File: src/rtl/scr_pkg.sv
// Shared types and op-code decode helpers for the scratch-RAM stack sequencer.
package scr_pkg;

  localparam int SCR_DATA_W = 10;
  localparam int SCR_ADDR_W = 8;

  typedef enum logic [2:0] {
    OP_NOP     = 3'd0,
    OP_ST      = 3'd1,
    OP_LD      = 3'd2,
    OP_PUSH    = 3'd3,
    OP_POP     = 3'd4,
    OP_CALL    = 3'd5,
    OP_RET     = 3'd6,
    OP_SP_LOAD = 3'd7
  } scr_op_t;

  typedef enum logic {
    ST_IDLE = 1'b0,
    ST_EXEC = 1'b1
  } scr_state_t;

  function automatic logic op_writes(input scr_op_t op);
    logic w;
    case (op)
      OP_ST, OP_PUSH, OP_CALL: w = 1'b1;
      default:                 w = 1'b0;
    endcase
    return w;
  endfunction

  function automatic logic op_reads(input scr_op_t op);
    logic r;
    case (op)
      OP_LD, OP_POP, OP_RET: r = 1'b1;
      default:               r = 1'b0;
    endcase
    return r;
  endfunction

  function automatic logic op_pushes(input scr_op_t op);
    logic p;
    case (op)
      OP_PUSH, OP_CALL: p = 1'b1;
      default:          p = 1'b0;
    endcase
    return p;
  endfunction

  function automatic logic op_pops(input scr_op_t op);
    logic p;
    case (op)
      OP_POP, OP_RET: p = 1'b1;
      default:        p = 1'b0;
    endcase
    return p;
  endfunction

endpackage

File: src/rtl/scr_sp_reg.sv
// Stack pointer register: decrement/increment/load with 8-bit wrap detection.
module scr_sp_reg #(
  parameter int                ADDR_W   = 8,
  parameter logic [ADDR_W-1:0] SP_RESET = 8'h00
) (
  input  logic              clk,
  input  logic              rst_n,
  input  logic              dec,
  input  logic              inc,
  input  logic              load,
  input  logic [ADDR_W-1:0] load_val,
  output logic [ADDR_W-1:0] sp,
  output logic [ADDR_W-1:0] sp_next,
  output logic              ovf_evt,
  output logic              unf_evt,
  output logic              ovf,
  output logic              unf
);

  localparam logic [ADDR_W-1:0] ONE      = ADDR_W'(1);
  localparam logic [ADDR_W-1:0] SP_EMPTY = {ADDR_W{1'b0}};
  localparam logic [ADDR_W-1:0] SP_FULL  = {ADDR_W{1'b1}};

  logic [ADDR_W-1:0] sp_r;
  logic [ADDR_W-1:0] sp_next_s;
  logic              ovf_s;
  logic              unf_s;
  logic              ovf_r;
  logic              unf_r;

  // Next SP and wrap events; load has priority over +/-1.
  always_comb begin
    sp_next_s = sp_r;
    ovf_s     = 1'b0;
    unf_s     = 1'b0;
    if (load) begin
      sp_next_s = load_val;
    end else if (dec) begin
      sp_next_s = sp_r - ONE;
      ovf_s     = (sp_r == SP_EMPTY);
    end else if (inc) begin
      sp_next_s = sp_r + ONE;
      unf_s     = (sp_r == SP_FULL);
    end else begin
      sp_next_s = sp_r;
    end
  end

  // SP register and one-cycle wrap pulses.
  always_ff @(posedge clk or negedge rst_n) begin
    if (!rst_n) begin
      sp_r  <= SP_RESET;
      ovf_r <= 1'b0;
      unf_r <= 1'b0;
    end else begin
      sp_r  <= sp_next_s;
      ovf_r <= ovf_s;
      unf_r <= unf_s;
    end
  end

  assign sp      = sp_r;
  assign sp_next = sp_next_s;
  assign ovf_evt = ovf_s;
  assign unf_evt = unf_s;
  assign ovf     = ovf_r;
  assign unf     = unf_r;

endmodule

File: src/rtl/scr_stack_ctrl.sv
// Scratch-RAM sequencer: two-cycle IDLE/EXEC handshake turning ST/LD/PUSH/POP/CALL/RET/SP_LOAD
// requests into registered RAM address, data and write enable.
module scr_stack_ctrl
  import scr_pkg::*;
#(
  parameter int                DATA_W   = SCR_DATA_W,
  parameter int                ADDR_W   = SCR_ADDR_W,
  parameter logic [ADDR_W-1:0] SP_RESET = 8'h00
) (
  input  logic              CLK,
  input  logic              RST_N,
  input  logic              REQ_VALID,
  output logic              REQ_READY,
  input  logic [2:0]        REQ_OP,
  input  logic [ADDR_W-1:0] REQ_ADDR,
  input  logic [DATA_W-1:0] REQ_DATA,
  output logic [ADDR_W-1:0] SCR_ADDR,
  output logic [DATA_W-1:0] SCR_DATA,
  output logic              SCR_WE,
  input  logic [DATA_W-1:0] SCR_DATA_OUT,
  output logic [DATA_W-1:0] RD_DATA,
  output logic              RD_VALID,
  output logic [ADDR_W-1:0] SP,
  output logic              STACK_OVF,
  output logic              STACK_UNF,
  output logic              STACK_ERR
);

  localparam logic [ADDR_W-1:0] ONE = ADDR_W'(1);

  scr_state_t        state_r;
  scr_state_t        state_nxt_s;
  logic              accept_s;
  logic              finish_s;
  scr_op_t           req_op_s;
  scr_op_t           op_r;
  logic [ADDR_W-1:0] addr_r;
  logic [ADDR_W-1:0] exec_addr_s;
  logic [ADDR_W-1:0] scr_addr_r;
  logic [DATA_W-1:0] scr_data_r;
  logic              scr_we_r;
  logic [DATA_W-1:0] rd_data_r;
  logic              rd_valid_r;
  logic              stack_err_r;
  logic [ADDR_W-1:0] sp_s;
  logic [ADDR_W-1:0] sp_next_s;
  logic              ovf_evt_s;
  logic              unf_evt_s;

  assign req_op_s = scr_op_t'(REQ_OP);

  scr_sp_reg #(
    .ADDR_W   (ADDR_W),
    .SP_RESET (SP_RESET)
  ) u_sp (
    .clk      (CLK),
    .rst_n    (RST_N),
    .dec      (finish_s && op_pushes(op_r)),
    .inc      (finish_s && op_pops(op_r)),
    .load     (finish_s && (op_r == OP_SP_LOAD)),
    .load_val (addr_r),
    .sp       (sp_s),
    .sp_next  (sp_next_s),
    .ovf_evt  (ovf_evt_s),
    .unf_evt  (unf_evt_s),
    .ovf      (STACK_OVF),
    .unf      (STACK_UNF)
  );

  // FSM state register.
  always_ff @(posedge CLK or negedge RST_N) begin
    if (!RST_N) begin
      state_r <= ST_IDLE;
    end else begin
      state_r <= state_nxt_s;
    end
  end

  // Next state plus accept/finish strobes; every request spends exactly one cycle in EXEC.
  always_comb begin
    state_nxt_s = state_r;
    accept_s    = 1'b0;
    finish_s    = 1'b0;
    case (state_r)
      ST_IDLE: begin
        if (REQ_VALID) begin
          accept_s    = 1'b1;
          state_nxt_s = ST_EXEC;
        end else begin
          state_nxt_s = ST_IDLE;
        end
      end
      ST_EXEC: begin
        finish_s    = 1'b1;
        state_nxt_s = ST_IDLE;
      end
      default: state_nxt_s = ST_IDLE;
    endcase
  end

  // RAM address for the upcoming EXEC cycle, decided from the request at accept time.
  always_comb begin
    exec_addr_s = sp_s;
    case (req_op_s)
      OP_ST, OP_LD:     exec_addr_s = REQ_ADDR;
      OP_PUSH, OP_CALL: exec_addr_s = sp_s - ONE;
      default:          exec_addr_s = sp_s;
    endcase
  end

  // Registered RAM interface, read capture and sticky error flag.
  always_ff @(posedge CLK or negedge RST_N) begin
    if (!RST_N) begin
      op_r        <= OP_NOP;
      addr_r      <= {ADDR_W{1'b0}};
      scr_addr_r  <= SP_RESET;
      scr_data_r  <= {DATA_W{1'b0}};
      scr_we_r    <= 1'b0;
      rd_data_r   <= {DATA_W{1'b0}};
      rd_valid_r  <= 1'b0;
      stack_err_r <= 1'b0;
    end else if (accept_s) begin
      op_r       <= req_op_s;
      addr_r     <= REQ_ADDR;
      scr_addr_r <= exec_addr_s;
      scr_data_r <= REQ_DATA;
      scr_we_r   <= op_writes(req_op_s);
      rd_valid_r <= 1'b0;
    end else if (finish_s) begin
      scr_we_r   <= 1'b0;
      scr_addr_r <= sp_next_s;
      rd_valid_r <= op_reads(op_r);
      if (op_reads(op_r)) begin
        rd_data_r <= SCR_DATA_OUT;
      end
      if (op_r == OP_SP_LOAD) begin
        stack_err_r <= 1'b0;
      end else if (ovf_evt_s || unf_evt_s) begin
        stack_err_r <= 1'b1;
      end
    end else begin
      rd_valid_r <= 1'b0;
    end
  end

  assign REQ_READY = (state_r == ST_IDLE);
  assign SCR_ADDR  = scr_addr_r;
  assign SCR_DATA  = scr_data_r;
  assign SCR_WE    = scr_we_r;
  assign RD_DATA   = rd_data_r;
  assign RD_VALID  = rd_valid_r;
  assign SP        = sp_s;
  assign STACK_ERR = stack_err_r;

endmodule

File: config.mk
export PLATFORM = sky130hd
export DESIGN_NAME = scr_stack_ctrl
export DESIGN_NICKNAME = d
export VERILOG_FILES = /design/src/rtl/scr_pkg.sv /design/src/rtl/scr_sp_reg.sv /design/src/rtl/scr_stack_ctrl.sv
export SDC_FILE = /design/constraint.sdc
export NUM_CORES = 1
export LEC_CHECK = 0
export CELL_PAD_IN_SITES_DETAIL_PLACEMENT = 1
export CELL_PAD_IN_SITES_GLOBAL_PLACEMENT = 1
export CORE_MARGIN = 2
export CORE_UTILIZATION = 37
export DETAILED_ROUTE_END_ITERATION = 10
export GPL_TIMING_DRIVEN = 0
export PLACE_DENSITY_LB_ADDON = 0.1
export SLEW_MARGIN = 20
export SYNTH_ARGS = -nofsm -noshare
export SYNTH_HDL_FRONTEND = slang
export SYNTH_HIERARCHICAL = 1
export SYNTH_SLANG_ARGS = --single-unit
File: constraint.sdc
create_clock -name CLK -period 2.85 [get_ports CLK]
set_input_delay 0.57 -clock CLK [delete_from_list [all_inputs] [get_ports CLK]]
set_output_delay 0.57 -clock CLK [all_outputs]
set_load 0.1 [all_outputs]
# ---- Word-level counts from Yosys, hierarchy flattened
# Cells that the tools add are included.
dict set report word_totals {
  reg_bits 53
  in_bits 34
  output_inout_bits 42
  wordCells 69
}
dict set report classes {
  addsub 2
  n_eq_ne 11
  mux 27
  bitwise 2
  n_reduce_logical 15
}
# operator count
set op_table {}
lappend op_table {{8-bit 2-to-1 mux} 5}
lappend op_table {{1-bit 2-to-1 mux} 20}
lappend op_table {{8-bit case mux with 2 select lines} 1}
lappend op_table {{3-bit equality test (second input constant)} 5}
lappend op_table {{3-bit by 2-bit equality test with 1-bit output (second input constant)} 4}
lappend op_table {{8-bit by 1-bit adder with 8-bit output (second input constant)} 1}
lappend op_table {{8-bit equality test (second input constant)} 1}
lappend op_table {{8-bit logical NOT} 1}
lappend op_table {{2-bit OR reduction} 4}
lappend op_table {{8-bit by 1-bit subtractor with 8-bit output (second input constant)} 1}
lappend op_table {{3-bit AND reduction} 2}
lappend op_table {{3-bit OR reduction} 2}
lappend op_table {{2-bit nonzero test} 2}
lappend op_table {{3-bit by 1-bit equality test with 1-bit output (second input constant)} 1}
lappend op_table {{1-bit logical AND} 3}
lappend op_table {{1-bit inverter} 2}
lappend op_table {{1-bit case mux with 2 select lines} 1}
lappend op_table {{1-bit logical OR} 1}

# ---- Longest topological paths before layout
dict set report depth {
  word_depth 10
  ltp_mapped 12
}

# ---- Cells and area by module
# Netlist, hierarchy kept.
# mod n_inst cells_per_inst area_per_inst_um2 seq_area_each_um2
set by_module_without_submodules {}
lappend by_module_without_submodules {scr_stack_ctrl 1 259 2349.8 1076.0}
lappend by_module_without_submodules {scr_sp_reg 1 75 659.4 250.2}

# ---- Worst setup path before layout
# No wires, ideal clock.
dict set report synth_timing {
  path_kind {reg2reg}
  startpoint {reg u_sp.sp_r[0], in the netlist u_sp/sp[0]}
  endpoint {reg scr_addr_r[7], in the netlist SCR_ADDR[7]}
  setup_time_ps 124
  t_arrival_ps 2405
  t_required_ps 2726
  slack_ps 321
  stages_incl_launch_ff 8
  path_buffers 0
  synth_period_minus_slack_ps 2529
  path_cell_list {dfrtp_1 -> inv_1 -> or4_1 -> mux2i_1 -> nand2_1 -> nand2_1 -> o21ai_0 -> o2bb2ai_1}
}
dict set report synth_via {
  elab_chain_len 6
}
# element line_no
set synth_rtl {}
lappend synth_rtl {{from (decl)} scr_sp_reg.sv:24} ;# logic [ADDR_W-1:0] sp_r;
lappend synth_rtl {{from (signal assigned)} scr_sp_reg.sv:56} ;# sp_r <= sp_next_s;
lappend synth_rtl {{8-bit by 1-bit adder with 8-bit output} scr_sp_reg.sv:42} ;# sp_next_s = sp_r + ONE;
lappend synth_rtl {{8-bit 2-to-1 mux} scr_sp_reg.sv:41} ;# end else if (inc) begin
lappend synth_rtl {{8-bit 2-to-1 mux *} scr_sp_reg.sv:38} ;# end else if (dec) begin
lappend synth_rtl {{8-bit 2-to-1 mux *} scr_sp_reg.sv:36} ;# if (load) begin
lappend synth_rtl {{named net sp_next_s[7]} scr_stack_ctrl.sv:46} ;# logic [ADDR_W-1:0] sp_next_s;
lappend synth_rtl {{8-bit 2-to-1 mux *} scr_stack_ctrl.sv:129} ;# end else if (finish_s) begin
lappend synth_rtl {{8-bit 2-to-1 mux *} scr_stack_ctrl.sv:122} ;# end else if (accept_s) begin
lappend synth_rtl {{to (signal assigned)} scr_stack_ctrl.sv:125} ;# scr_addr_r <= exec_addr_s;
lappend synth_rtl {{to (signal assigned)} scr_stack_ctrl.sv:131} ;# scr_addr_r <= sp_next_s;
lappend synth_rtl {{to (decl)} scr_stack_ctrl.sv:39} ;# logic [ADDR_W-1:0] scr_addr_r;
# Mark *: on every way through the listed nets, which the timed path passes. The rest lies on a longest branch. The select of a mux whose other input is x is not followed.
# A chain may end at the register's enable or synchronous reset.

# ---- Worst setup path after layout
dict set report layout_timing {
  startpoint {reg u_sp.sp_r[1], in the netlist u_sp/sp[1]}
  endpoint {out SP[1]}
}
# element line_no
set layout_rtl {}
lappend layout_rtl {{to (decl)} scr_stack_ctrl.sv:23} ;# output logic [ADDR_W-1:0] SP,
# No word-level cell between the ends.

==> results.json <==
{
  "endpoint_kind": "output pin",
  "wl_mm": 8.82,
  "dieArea_um2": 8870,
  "power_density_nw_per_um2": 1050,
  "dp.cells": 509,
  "antenna_left": 0,
  "synth_cell_types": 58,
  "max_stage_delay_ps": 1230,
  "ys_warn_count": 6,
  "rsz0062_at_grt": "no",
  "timing.final.crit_share": 0.978,
  "cap_violations": 0,
  "antenna_found_initial": 0,
  "cts-buffers-inserted": 5,
  "rr_startpoint": "state_r",
  "final_common_cell": "nand2_1",
  "viasPerCell": 5.30,
  "drc": 0,
  "ir_drop_mv": 0.625,
  "core_area_um2": 7810,
  "wl_per_cell_um": 17.1,
  "ys_ff_latch": 53,
  "synthToLayoutAreaGrowth_pct": 31.4,
  "grt_pass1_vias": 2765,
  "crit_required_ps": 2280,
  "worstPathArrival_ps": 2220,
  "die_w_um": 94.2,
  "drive_gt1_frac": 0.0988,
  "avgSynthCellArea_um2": 9.01,
  "run_status": "finished, final reports clean",
  "die_height_um": 94.2,
  "max_freq_mhz": 359,
  "syn_area_um2": 3010,
  "cp_num_buf_inv": 1,
  "grt_max_degree": 54,
  "numPortBuffers": 73,
  "postPlaceCellArea_um2": 3860,
  "clock_latency_ps": 310,
  "skew_ps": 5.51,
  "gp_congestion": 0.857,
  "io_pins": 76,
  "cts_htree_levels": 2,
  "relSlewSlack": 0.338,
  "nets": 452,
  "clock_sinks": 53,
  "setup_viol": 0,
  "clkTransAtPathRegs_ps": 100,
  "cts_hold_buf": 0,
  "synth_edf_count": 0,
  "fin_area_um2": 3950,
  "synth_nets": 372,
  "worstSetupPathType": "flop to output pin",
  "synthFlopType": "dfrtp_1",
  "startpoint_type": "flop",
  "worstHoldPathType": "primary input to async pin",
  "instances_no_fill": 517,
  "async_flop_share": 1.00,
  "first_pass_iters": 4,
  "finalSetupTns_ps": 0,
  "ff2ff_setup_slack_ps": 250,
  "layout_common_cells": "83 x nand2_1, 71 x clkdlybuf4s50_1, 53 x dfrtp_1",
  "cts_tree": "yes",
  "cts.path.max_buffers": 2,
  "drtIter0Drc": 129,
  "rows": 32,
  "overflow": 0,
  "timing.rr.end": "SCR_ADDR[6]",
  "antenna_cells": 0,
  "tightest_slew_ps": 990,
  "hpwl_mm": 6.57,
  "ctsRootBufferMaster": "clkbuf_8",
  "p_leak_nw": 1.71,
  "grt_pass1_wl_mm": 14.4,
  "via_count": 2740,
  "yosysSeqAreaShare": 0.441,
  "slew_viol_final": 0,
  "synth_cells": 334,
  "grt_usage": 0.210,
  "floorplan.initialDensity": 0.385,
  "crit_family": "buffers and inverters",
  "crit_chain": "clkdlybuf4s50_1",
  "worstPathMaxFanout": 11,
  "reg2reg_depth": 11,
  "hold_violations": 0,
  "min_period_ps": 2790,
  "cp_slowest_cell": "clkdlybuf4s50_1"
}
==> cell usage after synthesis (all sizes together) (4+ instances only) <==
cell type / n / area share
xnor2: 5 / 0.015
ha: 4 / 0.017
a311oi: 4 / 0.012
o21ai: 27 / 0.045
nand2: 83 / 0.10
inv: 11 / 0.014
nor3: 6 / 0.014
xor2: 4 / 0.012
nand2b: 7 / 0.015
nor2: 20 / 0.025
a22oi: 4 / 0.010
a21oi: 13 / 0.023
nand3b: 6 / 0.015
buf: 13 / 0.031
mux2: 10 / 0.037
dfrtp: 53 / 0.44
clkbuf: 10 / 0.026
nor4: 4 / 0.0083
==> worst max-delay path by stage <==
stage	start	end	slack [ps]	cells past startpoint
CTS	u_sp/sp[1]	SP[1]	50	1
detailed placement	state_r	SCR_ADDR[6]	300	11
floorplan	u_sp/sp[0]	SCR_ADDR[7]	320	7
finish	u_sp/sp[1]	SP[1]	60	1
global route	u_sp/sp[1]	SP[1]	10	1
global placement	RST_N	SCR_DATA[2]	-500	1
==> cells by family after synthesis <==
| group | synth area share |
|---|---|
| compound gates | 0.148 |
| buf+inv | 0.0707 |
| mux | 0.0474 |
| xor+xnor | 0.0262 |
| flops | 0.441 |
| simple gates | 0.250 |
| fa+ha+maj | 0.0166 |
==> routing by layer <==
metal	global-route usage	up-vias	wire length (um)
met3	0.0297	9	276
li1	-	1309	-
met1	0.295	1363	4170
met2	0.333	59	4240
met5	0	-	0
met4	0.0713	0	132
==> where the power goes <==
part / total (mW) / internal (mW) / leakage (nW) / switching, mW
clock network: 0.436 / 0.176 / 0.0456 / 0.260
registers: 1.20 / 0.941 / 0.652 / 0.255
logic: 2.53 / 0.672 / 1.01 / 1.86
total: 4.16 / 1.79 / 1.71 / 2.37
==> stage by stage <==
| step | utilization | hold WS, ps | worst slack, ps | power (mW) |
|---|---|---|---|---|
| final | 0.506 | 280 | 63.0 | 4.16 |
| after global routing | 0.506 | 329 | 13.9 | 4.37 |
| after CTS | 0.506 | 310 | 53.3 | 4.18 |
| after detailed placement | 0.495 | 465 | 302 | 3.74 |
| after global placement | 0.495 | 458 | -501 | 3.69 |
| after floorplan | - | 274 | 321 | 3.06 |
==> final cells by class <==
cell class | count | area (um^2)
buffer | 23 | 171
clock buffer | 6 | 72.6
clock inverter | 2 | 13.8
fill | 924 | 3850
inverter | 11 | 41.3
multi-input combinational | 247 | 1470
sequential | 53 | 1330
tap | 102 | 128
timing repair buffer | 73 | 731
==> sequential cells by signal, summed over array words and instances (netlist names), 3 cells and up <==
name,count
u_sp/sp,8
RD_DATA,10
SCR_DATA,10
op_r,3
SCR_ADDR,8
addr_r,8
==> what timing repair did <==
item / 4_1_cts / 5_1_grt
buffers inserted: 0 / 0
resized for setup: 0 / 1
setup endpoints to repair: 0 / 1
No activity file was read; power rests on OpenSTA's default activity.
